===== src/rtl/oled_frame_sequencer.sv =====
// Feeds the I2C OLED master byte by byte: power-up wait, SSD1306 init, window setup and framebuffer upload.
// Idle time is filled with single-byte NOP command transactions so the free-running master always has work.
module oled_frame_sequencer #(
    parameter logic [6:0] OLED_ADDR      = 7'h3C,
    parameter int         POWERUP_CYCLES = 100000,
    parameter int         FB_BYTES       = 1024,
    parameter bit         AUTO_REFRESH   = 1'b1
) (
    input  logic       clk,
    input  logic       rst_n,
    input  logic [3:0] i2c_state,
    output logic [6:0] addr_byte,
    output logic       read_write,
    output logic [7:0] control_byte,
    output logic [7:0] data_byte,
    output logic       continue_bit,
    output logic [9:0] fb_addr,
    input  logic [7:0] fb_data,
    input  logic       frame_req,
    output logic       frame_done,
    output logic       init_done,
    output logic       busy
);

    // state   | meaning
    // P_WAIT  | power-up delay, NOP transactions until the counter expires
    // P_INIT  | one 25-byte SSD1306 init command transaction
    // P_ADDR  | column/page window setup before each frame
    // P_FRAME | framebuffer upload, control 0x40
    // P_HOLD  | idle between frames (AUTO_REFRESH=0), NOPs until a request
    typedef enum logic [2:0] {
        P_WAIT  = 3'd0,
        P_INIT  = 3'd1,
        P_ADDR  = 3'd2,
        P_FRAME = 3'd3,
        P_HOLD  = 3'd4
    } phase_t;

    localparam logic [3:0] ST_START   = 4'd1;
    localparam logic [3:0] ST_WR_DATA = 4'd4;
    localparam logic [3:0] ST_ACK     = 4'd6;
    localparam logic [3:0] ST_STOP    = 4'd8;

    localparam logic [4:0] INIT_LAST = 5'd24;
    localparam logic [4:0] ADDR_LAST = 5'd5;
    localparam logic [9:0] FB_LAST   = 10'(FB_BYTES - 1);
    localparam logic [7:0] NOP_CMD   = 8'hE3;
    localparam logic [7:0] CTRL_CMD  = 8'h00;
    localparam logic [7:0] CTRL_DATA = 8'h40;

    localparam int WAIT_W = (POWERUP_CYCLES > 1) ? $clog2(POWERUP_CYCLES + 1) : 1;
    localparam logic [WAIT_W-1:0] WAIT_LOAD = WAIT_W'(POWERUP_CYCLES);

    phase_t            phase, phase_next;
    logic [4:0]        idx, idx_next;
    logic [9:0]        fb_addr_next;
    logic [WAIT_W-1:0] wait_cnt;
    logic [3:0]        i2c_state_q;
    logic              consume, abort;
    logic              xfer_open;
    logic              req_q, req_clr;
    logic              frame_done_next, init_done_next;
    logic [7:0]        control_next, data_next;
    logic              continue_next;

    function automatic logic [7:0] init_rom(input logic [4:0] i);
        logic [7:0] b;
        case (i)
            5'd0:  b = 8'hAE;
            5'd1:  b = 8'hD5;
            5'd2:  b = 8'h80;
            5'd3:  b = 8'hA8;
            5'd4:  b = 8'h3F;
            5'd5:  b = 8'hD3;
            5'd6:  b = 8'h00;
            5'd7:  b = 8'h40;
            5'd8:  b = 8'h8D;
            5'd9:  b = 8'h14;
            5'd10: b = 8'h20;
            5'd11: b = 8'h00;
            5'd12: b = 8'hA1;
            5'd13: b = 8'hC8;
            5'd14: b = 8'hDA;
            5'd15: b = 8'h12;
            5'd16: b = 8'h81;
            5'd17: b = 8'hCF;
            5'd18: b = 8'hD9;
            5'd19: b = 8'hF1;
            5'd20: b = 8'hDB;
            5'd21: b = 8'h40;
            5'd22: b = 8'hA4;
            5'd23: b = 8'hA6;
            5'd24: b = 8'hAF;
            default: b = NOP_CMD;
        endcase
        return b;
    endfunction

    function automatic logic [7:0] window_rom(input logic [4:0] i);
        logic [7:0] b;
        case (i)
            5'd0: b = 8'h21;
            5'd1: b = 8'h00;
            5'd2: b = 8'h7F;
            5'd3: b = 8'h22;
            5'd4: b = 8'h00;
            5'd5: b = 8'h07;
            default: b = NOP_CMD;
        endcase
        return b;
    endfunction

    assign addr_byte  = OLED_ADDR;
    assign read_write = 1'b0;
    assign busy       = (phase != P_HOLD);

    // continue_bit already holds the preloaded next byte when STOP arrives, so an early STOP is judged
    // against the continue flag of the byte actually sent (xfer_open), not the preloaded one.
    assign consume = (i2c_state_q == ST_WR_DATA) && (i2c_state == ST_ACK);
    assign abort   = (i2c_state == ST_STOP) && (i2c_state_q != ST_STOP) && xfer_open;

    always_comb begin
        phase_next      = phase;
        idx_next        = idx;
        fb_addr_next    = fb_addr;
        req_clr         = 1'b0;
        frame_done_next = 1'b0;
        init_done_next  = init_done;

        if (abort) begin
            case (phase)
                P_INIT: idx_next = 5'd0;
                P_ADDR, P_FRAME: begin
                    phase_next   = P_ADDR;
                    idx_next     = 5'd0;
                    fb_addr_next = 10'd0;
                end
                default: ;
            endcase
        end else if (consume) begin
            case (phase)
                P_WAIT: begin
                    if (wait_cnt == '0) begin
                        phase_next = P_INIT;
                        idx_next   = 5'd0;
                    end
                end
                P_INIT: begin
                    if (idx == INIT_LAST) begin
                        phase_next     = P_ADDR;
                        idx_next       = 5'd0;
                        init_done_next = 1'b1;
                        req_clr        = 1'b1;
                    end else begin
                        idx_next = idx + 5'd1;
                    end
                end
                P_ADDR: begin
                    if (idx == ADDR_LAST) begin
                        phase_next   = P_FRAME;
                        idx_next     = 5'd0;
                        fb_addr_next = 10'd0;
                    end else begin
                        idx_next = idx + 5'd1;
                    end
                end
                P_FRAME: begin
                    if (fb_addr == FB_LAST) begin
                        frame_done_next = 1'b1;
                        fb_addr_next    = 10'd0;
                        idx_next        = 5'd0;
                        if (AUTO_REFRESH || req_q) begin
                            phase_next = P_ADDR;
                            req_clr    = 1'b1;
                        end else begin
                            phase_next = P_HOLD;
                        end
                    end else begin
                        fb_addr_next = fb_addr + 10'd1;
                    end
                end
                P_HOLD: begin
                    if (req_q) begin
                        phase_next = P_ADDR;
                        idx_next   = 5'd0;
                        req_clr    = 1'b1;
                    end
                end
                default: phase_next = P_WAIT;
            endcase
        end

        // Byte presented to the master; registered, so it settles one clk after the phase/idx update
        // (two clk in P_FRAME because of the RAM read latency).
        control_next  = CTRL_CMD;
        data_next     = NOP_CMD;
        continue_next = 1'b0;
        case (phase)
            P_INIT: begin
                data_next     = init_rom(idx);
                continue_next = (idx != INIT_LAST);
            end
            P_ADDR: begin
                data_next     = window_rom(idx);
                continue_next = (idx != ADDR_LAST);
            end
            P_FRAME: begin
                control_next  = CTRL_DATA;
                data_next     = fb_data;
                continue_next = (fb_addr != FB_LAST);
            end
            default: ;
        endcase
    end

    always_ff @(posedge clk or negedge rst_n) begin
        if (!rst_n) begin
            phase        <= P_WAIT;
            idx          <= 5'd0;
            fb_addr      <= 10'd0;
            wait_cnt     <= WAIT_LOAD;
            i2c_state_q  <= 4'd0;
            xfer_open    <= 1'b0;
            req_q        <= 1'b0;
            frame_done   <= 1'b0;
            init_done    <= 1'b0;
            control_byte <= CTRL_CMD;
            data_byte    <= NOP_CMD;
            continue_bit <= 1'b0;
        end else begin
            phase        <= phase_next;
            idx          <= idx_next;
            fb_addr      <= fb_addr_next;
            i2c_state_q  <= i2c_state;
            req_q        <= (req_q && !req_clr) || frame_req;
            frame_done   <= frame_done_next;
            init_done    <= init_done_next;
            control_byte <= control_next;
            data_byte    <= data_next;
            continue_bit <= continue_next;
            if (phase == P_WAIT && wait_cnt != '0)
                wait_cnt <= wait_cnt - WAIT_W'(1);
            if (i2c_state == ST_START && i2c_state_q != ST_START)
                xfer_open <= 1'b1;
            else if (consume)
                xfer_open <= continue_bit;
        end
    end

endmodule


===== config.mk =====
export PLATFORM = sky130hd
export DESIGN_NAME = oled_frame_sequencer
export DESIGN_NICKNAME = d
export VERILOG_FILES = /design/src/rtl/oled_frame_sequencer.sv
export SDC_FILE = /design/constraint.sdc
export NUM_CORES = 1
export LEC_CHECK = 0
export ABC_AREA = 1
export CAP_MARGIN = 30
export CORE_MARGIN = 2
export CORE_UTILIZATION = 40
export DETAILED_ROUTE_END_ITERATION = 8
export GPL_TIMING_DRIVEN = 0
export PLACE_DENSITY = 0.63
export SLEW_MARGIN = 30
export SYNTH_ARGS = -nofsm -noshare
export SYNTH_HDL_FRONTEND = slang
export SYNTH_SLANG_ARGS = --single-unit

===== constraint.sdc =====
create_clock -name clk -period 1.8 [get_ports clk]
set_input_delay 0.36 -clock clk [delete_from_list [all_inputs] [get_ports clk]]
set_output_delay 0.36 -clock clk [all_outputs]
set_load 0.02 [all_outputs]

==> impl_metrics.ini <==
[critical_path]
worstPathRequired_ns = 1.44
rr_worst_depth = 12
worstPathCellList = clkdlybuf4s50_1
critical_path.n_buffers_inverters = 1
critical_path.max_stage_delay_ns = 0.63
reg2reg_to = fb_addr[7]
worst_r2r_startpoint = idx[0]
worst-setup-path-type = reg -> out
cpMaxStageDelayCell = clkdlybuf4s50_1
worstPathMaxFanout = 5
start_kind = register
crit_arrival_ns = 1.36
crit_path_end_kind = output pin
crit_family = buffers and inverters
worst_reg_to_reg_setup_slack_ns = 0.11
path_depth = 1

[detailed_routing]
vias = 3077
drt_iter0_markers = 110
drt-vias-per-instance = 4.808
first_pass_iters = 4
drc = 0
post_drt_wl_per_cell_um = 12.35
antenna_violating_nets_post_route = 0
routed_wirelength_um = 7901

[flow_run]
maxCapViolations = 0

[global_routing]
first_global_vias = 3002
grt.total_usage_pct = 17.27
grt_antenna_before_repair = 0
grt_pass1_wl_um = 13790
gr-total-overflow = 0
grt_start_max_net_pins = 31

[sta]
min_hold_slack_ns = 0.4690
post-route-worst-setup-slack_ns = 0.07928
timing.final.crit_share_pct = 95.60
final_max_tran_viols = 0
maxClockFrequency_mhz = 581.2
final_period_minus_worst_setup_slack_ns = 1.721
grt_setup_unrepaired = yes
timing.final.setup_violations = 0
finalHoldViolations = 0
finalClockSkew_ns = 0.01144
summed_negative_setup_slack_over_all_endpoints_ns = 0

[cells_and_area]
insertedDiodeCount = 0
layout-area-overhead-vs-synth_pct = 23.42
drive_above_1_share_pct = 22.37
post-route-cell-area_mm2 = 0.004339
final_core_utilization_pct = 50.25
finish.cell_count_without_fillers = 640
design.final.nets = 558

[pwr]
p_leak_nw = 2.207
power_density_mw_per_mm2 = 925.5
report.power.total_mw = 4.016
ir_drop_mv = 0.4661

[logic_synthesis]
post-synth-top-count-cell = nand2_1
post_synth_instance_area_mm2 = 0.003516
synthCells = 465
netlist_top_cells_area = dfrtp_1 28%, nand2_1 14%, dfstp_2 8.2%
synth_largest_area_cell = dfrtp_1
yosys.area.top_type_share_pct = 28.47
post_synth_cell_types = 44
synth.yosys.seq_area_share_pct = 36.69
synth_seq_cells = 51
synthTopCellsByCount = 128 x nand2_1, 45 x nor2_1, 42 x inv_1
async_flop_share_pct = 100.0
ys.flop_type = dfrtp_1
number_of_enable_flip_flop_cells_after_synthesis = 0
synthesis.yosys.warnings = 0
syn_avg_cell_area_um2 = 7.561

[placement]
post-place-ws_ns = -0.2033
portBuffers = 35
instance_area_after_placement_mm2 = 0.004071
numPlacedInstances = 623
routabilityCongestion = 0.8953
dp_hpwl_um = 6020

[clock_network]
numClockSinks = 51
cts.path.max_buffers = 2
root_buffer = clkbuf_8
cts_max_level = 2
clkTransAtPathRegs_ns = 0.10
cts-buffers-inserted = 5
tritoncts = built
clk_latency_ns = 0.31

[floorplanning]
die_height_um = 97.76
dieArea_mm2 = 0.009556
die_w_um = 97.76
ioPinCount = 53
number_of_standard_cell_rows_in_the_floorplan = 34
initial_core_util_pct = 40.71
core_area_mm2 = 0.008636

[worst_hold_path]
min_delay_path_class = in -> async

[status]
outcome = completed
==> cells in the final DEF, fill, tap and decap left out, types with 4 or more instances in the layout <==
| master | synthesis | routed |
|---|---|---|
| nor2_4 | 4 | 5 |
| nand2_1 | 128 | 126 |
| dfstp_2 | 11 | 11 |
| dlymetal6s2s_1 | 0 | 6 |
| inv_1 | 42 | 37 |
| xor2_1 | 9 | 9 |
| clkinvlp_4 | 0 | 4 |
| o21ai_0 | 20 | 19 |
| dfrtp_2 | 0 | 4 |
| clkbuf_8 | 0 | 5 |
| conb_1 | 2 | 16 |
| dfrtp_1 | 40 | 36 |
| ha_1 | 12 | 5 |
| buf_6 | 4 | 4 |
| clkdlybuf4s50_1 | 0 | 27 |
| nand2_2 | 6 | 8 |
| a21oi_1 | 14 | 14 |
| buf_4 | 18 | 29 |
| nand2_4 | 4 | 4 |
| nand3_1 | 37 | 37 |
| o21ai_1 | 6 | 7 |
| nor2_1 | 45 | 43 |
| inv_2 | 4 | 6 |
| xnor2_1 | 4 | 4 |
| ha_4 | 0 | 4 |
| nor3_1 | 6 | 6 |
| nor2_2 | 7 | 8 |
| nand4_1 | 4 | 4 |
| nand3_2 | 4 | 4 |
==> metal layers <==
metal,wire length (um),vias up,track usage [%]
li1,-,1588,-
met1,3642,1442,22.70
met2,3944,45,29.97
met3,255,2,2.649
met4,58,0,4.274
met5,0,-,0
==> how the worst max path moves through the flow <==
stage | start | endpoint
2_1_floorplan | idx[0] | phase[0]
3_3_place_gp | rst_n | data_byte[3]
3_5_place_dp | idx[0] | phase[0]
4_1_cts | data_byte[1] | data_byte[1]
5_1_grt | phase[1] | idx[3]
6_report | fb_addr[0] | fb_addr[0]
==> sequential cells by signal, indices dropped and copies added (netlist names), 2 cells and up <==
name and cells:
data_byte 8, fb_addr 10, i2c_state_q 4, idx 5, phase 2, wait_cnt 17
==> repair_timing <==
item | CTS | global route
endpoints found under the setup margin | 25 | 40
setup buffers | 1 | 9
hold buffers | 1 | 0
resized for setup | 8 | 26
pin swaps | 0 | 1
hold endpoints to repair | 18 | 0
==> report_power, final <==
part / total (mW) / switching (mW) / internal [mW] / leakage, nW
clock network: 0.665 / 0.394 / 0.271 / 0.0402
registers: 1.46 / 0.109 / 1.35 / 0.636
logic: 1.89 / 1.09 / 0.799 / 1.53
total: 4.02 / 1.60 / 2.42 / 2.21
==> kinds of logic after synthesis <==
family | synth area share [%]
compound gates | 10.46
other cells | 0.2136
buf+inv | 10.75
fa+ha+maj | 4.270
simple gates | 33.91
xor+xnor | 3.701
flops | 36.69
==> cell type report <==
type / count / area [um^2]
clock buffers: 5 / 68.82
inverters: 46 / 182.7
flip-flops and latches: 51 / 1295
well taps: 108 / 135.1
repair buffers: 47 / 466.7
plain buffers: 26 / 197.7
fillers: 882 / 4297
multi-input cells: 354 / 1973
clock inverters: 3 / 20.02
No activity file was read; power rests on OpenSTA's default activity.
